$ cat config.mk
export PLATFORM = sky130hd
export DESIGN_NAME = pipe_arbiter
export DESIGN_NICKNAME = d
export VERILOG_FILES = /design/src/rtl/pipe_arbiter.sv
export SDC_FILE = /design/constraint.sdc
export NUM_CORES = 1
export LEC_CHECK = 0
export CAP_MARGIN = 20
export CORE_AREA = 3 3 157 159
export DETAILED_ROUTE_END_ITERATION = 12
export DIE_AREA = 0 0 160 162
export PLACE_DENSITY_LB_ADDON = 0.05
export SYNTH_ARGS = -nofsm -noshare
export SYNTH_HDL_FRONTEND = slang
export SYNTH_SLANG_ARGS = --single-unit
export TNS_END_PERCENT = 20
$ cat constraint.sdc
create_clock -name clk -period 3.22 [get_ports clk]
set_input_delay 0.644 -clock clk [delete_from_list [all_inputs] [get_ports clk]]
set_output_delay 0.644 -clock clk [all_outputs]
set_load 0.05 [all_outputs]
$ cat src/rtl/pipe_arbiter.sv
// pipe_arbiter: round-robin sharing of one fixed-latency, non-stallable pipelined unit among NUM_REQ requesters.
// Optional grant/stall statistics counters are built when PIPE_ARBITER_STATS_EN is defined.
module pipe_arbiter #(
   parameter int NUM_REQ   = 4,
   parameter int WIDTH     = 32,
   parameter int OUT_WIDTH = 32,
   parameter int LATENCY   = 4,
   parameter int IDW       = $clog2(NUM_REQ),
   parameter int CW        = $clog2(LATENCY + 1)
) (
   input  logic                     clk,
   input  logic                     rst,
   input  logic [NUM_REQ-1:0]       req_valid,
   input  logic [NUM_REQ*WIDTH-1:0] req_data,
   output logic [NUM_REQ-1:0]       req_ready,
   output logic                     unit_valid,
   output logic [WIDTH-1:0]         unit_data,
   input  logic [OUT_WIDTH-1:0]     unit_result,
   output logic [NUM_REQ-1:0]       resp_valid,
   output logic [OUT_WIDTH-1:0]     resp_data,
   input  logic                     drain_req,
   output logic                     drained,
   output logic [CW-1:0]            inflight,
   output logic [NUM_REQ*32-1:0]    stat_grants,
   output logic [31:0]              stat_stall
);

   localparam logic [1:0] S_RUN     = 2'd0;
   localparam logic [1:0] S_DRAIN   = 2'd1;
   localparam logic [1:0] S_DRAINED = 2'd2;

   logic [1:0]     r_state;
   logic [IDW-1:0] r_ptr;
   logic [CW-1:0]  r_inflight;
   logic           r_tag_vld_p [LATENCY];
   logic [IDW-1:0] r_tag_id_p  [LATENCY];

   logic           w_issue_en;
   logic           w_found;
   logic           w_issue;
   logic           w_retire;
   logic [IDW-1:0] w_winner;

   // Round-robin scan starting at the pointer; first valid requester wins.
   always_comb begin
      int w_idx;
      w_found  = 1'b0;
      w_winner = '0;
      w_idx    = 0;
      for (int k = 0; k < NUM_REQ; k++) begin
         w_idx = int'(r_ptr) + k;
         if (w_idx >= NUM_REQ) w_idx = w_idx - NUM_REQ;
         if (!w_found && req_valid[w_idx]) begin
            w_found  = 1'b1;
            w_winner = IDW'(w_idx);
         end
      end
   end

   assign w_issue_en = (r_state == S_RUN) && !drain_req && !rst;
   assign req_ready  = (w_issue_en && w_found) ? (NUM_REQ'(1) << w_winner) : '0;
   assign w_issue    = |(req_valid & req_ready);
   assign unit_valid = w_issue;
   assign unit_data  = w_issue ? req_data[w_winner*WIDTH +: WIDTH] : '0;

   // Tags issued before a reset must never surface, even during the reset cycle itself.
   assign resp_valid = (r_tag_vld_p[LATENCY-1] && !rst) ? (NUM_REQ'(1) << r_tag_id_p[LATENCY-1]) : '0;
   assign resp_data  = unit_result;
   assign w_retire   = |resp_valid;
   assign drained    = (r_state == S_DRAINED) && !rst;
   assign inflight   = r_inflight;

   // Stage boundary: control state, in-flight count and tag valids
   always_ff @(posedge clk) begin
      if (rst) begin
         r_state    <= S_RUN;
         r_ptr      <= '0;
         r_inflight <= '0;
         for (int k = 0; k < LATENCY; k++) r_tag_vld_p[k] <= 1'b0;
      end else begin
         if (w_issue) r_ptr <= (w_winner == IDW'(NUM_REQ - 1)) ? '0 : w_winner + 1'b1;
         if (w_issue && !w_retire)      r_inflight <= r_inflight + 1'b1;
         else if (!w_issue && w_retire) r_inflight <= r_inflight - 1'b1;
         r_tag_vld_p[0] <= w_issue;
         for (int k = 1; k < LATENCY; k++) r_tag_vld_p[k] <= r_tag_vld_p[k-1];
         case (r_state)
            S_RUN:     if (drain_req) r_state <= S_DRAIN;
            S_DRAIN:   if (!drain_req) r_state <= S_RUN;
                       else if (r_inflight == '0) r_state <= S_DRAINED;
            S_DRAINED: if (!drain_req) r_state <= S_RUN;
            default:   r_state <= S_RUN;
         endcase
      end
   end

   // Stage boundary: tag ids travel alongside their valids
   always_ff @(posedge clk) begin
      r_tag_id_p[0] <= w_winner;
      for (int k = 1; k < LATENCY; k++) r_tag_id_p[k] <= r_tag_id_p[k-1];
   end

`ifdef PIPE_ARBITER_STATS_EN
   logic [31:0] r_grant_cnt [NUM_REQ];
   logic [31:0] r_stall_cnt;

   function automatic logic [31:0] sat_inc(input logic [31:0] v);
      return (v == 32'hFFFF_FFFF) ? v : v + 32'd1;
   endfunction

   always_ff @(posedge clk) begin
      if (rst) begin
         for (int i = 0; i < NUM_REQ; i++) r_grant_cnt[i] <= '0;
         r_stall_cnt <= '0;
      end else begin
         for (int i = 0; i < NUM_REQ; i++)
            if (req_valid[i] && req_ready[i]) r_grant_cnt[i] <= sat_inc(r_grant_cnt[i]);
         if (|req_valid && !w_issue) r_stall_cnt <= sat_inc(r_stall_cnt);
      end
   end

   always_comb begin
      stat_grants = '0;
      for (int i = 0; i < NUM_REQ; i++) stat_grants[i*32 +: 32] = r_grant_cnt[i];
   end
   assign stat_stall = r_stall_cnt;
`else
   assign stat_grants = '0;
   assign stat_stall  = '0;
`endif

endmodule

==> impl_metrics.toml, run 1 <==
[cts]
clock_latency_ns = 0.25
clockRootBuffer = "clkbuf_16"
cts_made_buffers = 3
clk_pin_slew_ns = 0.05
cts_tree = "done"
ctsLongestPathBuffers = 2
cts.sinks = 19
cts_htree_levels = 1

[synth]
yosysWarningCount = 0
syn_area_per_cell_um2 = 8.82
synth.distinct_cells = 38
synth_top_area_share = 0.422
yosys_most_used_dff = "dfxtp_1"
yosys.area.top_type = "buf_4"
syn_area_um2 = 3430
synthCells = 389
async_flop_share = 0
synth-edff-count = 0
netlist_top_cells_area = "buf_4 42%, mux2i_1 20%, dfxtp_1 11%, o22ai_2 11%, buf_6 2.6%"
ys_seq_area_frac = 0.111
ys_ff_latch = 19

[drt]
drt-total-wl_mm = 13.6
vias_per_cell = 3.21
wire_per_inst_um = 15.6
drt_iter0_drc = 33
route.vias.total = 2801
drt_pre_antenna_iters = 4
drtAntennaViolNets = 0
drc_errors = 0

[timing]
finalSetupViolCount = 0
rsz0062_at_grt = "false"
period_needed_ns = 3.13
fin_crit_sh = 0.971
hold_slack_ns = 0.325
finalHoldViolCount = 0
tightestPinTransition_ns = 0.491
fin_tns_setup_ns = 0
clock.fmax_ghz = 0.320
finalWorstSetupSlack_ns = 0.0940
slew_violations = 0
finClkSkew_ns = 0.00105
slew_headroom = 0.668

[setup_path]
cp_max_fo = 8
crit-reg2reg-launch = "r_ptr[0]"
r2r-end = "inflight[2]"
endpoint_kind = "primary output"
worst_ep_arrival_time_ns = 2.48
reg2reg_depth = 15
cp.required_ns = 2.58
r2r_slack_ns = 0.39
crit_type = "primary input to primary output"
start_kind = "primary input"

[grt]
grt_overflow = 0
grt_pass1_wl_mm = 19.1
grt_antenna_before_repair = 0
grt_pass1_vias = 2783
grt_max_degree = 25
grtUsageTotal = 0.0956

[hold_path]
hold_end = "r_tag_id_p[1][1]"
hold_class = "flip-flop to flip-flop"
hold_start = "r_tag_id_p[0][1]"
hold_depth = 0

[place]
port_buffers = 179
dp_slack_ns = -0.326
gp_congestion = 0.740
dp_cells = 860
dp_hpwl_mm = 11.0

[floorplanning]
die_x_um = 160
die_y_um = 162
start_util = 0.147
rows = 56
core_area_um2 = 23400
io_pins = 404
dieArea_um2 = 25900

[power_and_ir_drop]
leakage_nw = 2.62
ir_worst_vdd_mv = 0.242
p_per_area_nw_per_um2 = 307

[run]
drv_cap = 0

[cells_and_area]
final_util = 0.247
n_fill_cell = 2544
antenna_cells = 0
final_cell_mix = "160 x conb_1, 132 x clkdlybuf4s50_1, 65 x mux2i_1"
syn2layout_area_growth_pct = 68.4
finish.net_count = 724
drive_above_1_share = 0.241
layout_commonest_cell = "conb_1"
finalNonFillerCells = 872

[outcome]
status = "finished clean"
worst max-delay path by stage:
stage | from | end | slack (ns) | depth (start not counted)
2_1_floorplan | req_valid[2] | unit_data[0] | -0.04 | 10
3_3_place_gp | req_valid[2] | unit_data[13] | -0.30 | 9
3_5_place_dp | req_valid[2] | unit_data[13] | -0.33 | 9
4_1_cts | req_valid[0] | unit_data[15] | 0.008 | 12
5_1_grt | req_valid[0] | unit_data[15] | 0.03 | 12
6_report | req_valid[3] | unit_data[27] | 0.09 | 8
power breakdown:
part | leakage [nW] | switching (mW) | internal, mW
clock | 0.0409 | 0.0838 | 0.166
sequential | 0.158 | 0.0170 | 0.256
combinational | 2.42 | 0.798 | 0.454
kinds of logic (layout without fill, tap and decap cells):
group	Yosys count	in the layout	share of synthesized area
and+or+nand+nor	33	33	0.0507
adders and majority gates	3	3	0.0131
AOI/OAI and AO/OA	47	47	0.154
xor gates and xnor gates	2	2	0.00510
other	1	160	0.00109
DFF	19	19	0.111
buffers and inverters	217	222	0.470
muxes	67	67	0.195
per-layer routing:
metal | GRT usage | vias to the layer above | routed length [µm]
met1 | 0.0996 | 1313 | 4660
met4 | 0.00513 | 0 | 54
met3 | 0.0334 | 8 | 1310
met5 | 0 | - | 0
met2 | 0.192 | 172 | 7560
li1 | - | 1308 | -
Yosys cell counts (2+ instances only):
library cell  instances
nand2_1               6
buf_2                 3
o22ai_2              30
nor2_1                9
inv_1                 9
clkbuf_4              2
dfxtp_1              19
nor3_1                2
a21oi_1               4
buf_6                 8
o22ai_1               2
nor2b_1               5
ha_1                  2
mux2i_1              67
o21ai_0               2
xor2_1                2
buf_4               193
nand2b_1              4
state kept, by name (all words and copies together) (netlist names):
name,count
r_tag_id_p,8
r_ptr,2
inflight,3
r_state,2
r_tag_vld_p,4
layout make-up:
type	count	area [µm²]	share of cell area
clock buffers	3	75.1	0.0130
inverters	10	42.5	0.00736
well taps	319	399	0.0690
clock inverters	1	5.00	0.000866
repair buffers	208	2560	0.442
flip-flops and latches	19	384	0.0665
multi-input cells	312	2320	0.401
repair_timing:
| item | CTS | global route |
|---|---|---|
| setup buffers | 4 | 0 |
| hold buffers | 0 | 0 |
| resized for setup | 45 | 10 |
| pin swaps | 3 | 4 |
| setup endpoints to repair | 35 | 32 |
| cloned | 4 | 0 |
critical path, stage by stage:
cell           delay, ns
dlygate4sd2_1       0.26
buf_4               0.15
buf_4               0.15
o41ai_1             0.51
a211o_4             0.21
bufbuf_16           0.30
o22ai_2             0.09
buf_12              0.16
through the flow:
step	area (µm²)	power (mW)
floorplan	4110	1.32
global placement	5330	1.46
detailed placement	5330	1.45
CTS	5750	1.79
global route	5780	1.85
finish	5780	1.77
Note: power is estimated with default switching activity, not from simulation.
==> run 2: changes to the inputs <==
--- a/config.mk
+++ b/config.mk
@@ -10,6 +10,7 @@
 export DETAILED_ROUTE_END_ITERATION = 12
 export DIE_AREA = 0 0 160 162
 export PLACE_DENSITY_LB_ADDON = 0.05
+export SLEW_MARGIN = 20
 export SYNTH_ARGS = -nofsm -noshare
 export SYNTH_HDL_FRONTEND = slang
 export SYNTH_SLANG_ARGS = --single-unit
==> results of run 2 <==
Final layout, timing and power as in run 1 (identical DEF).
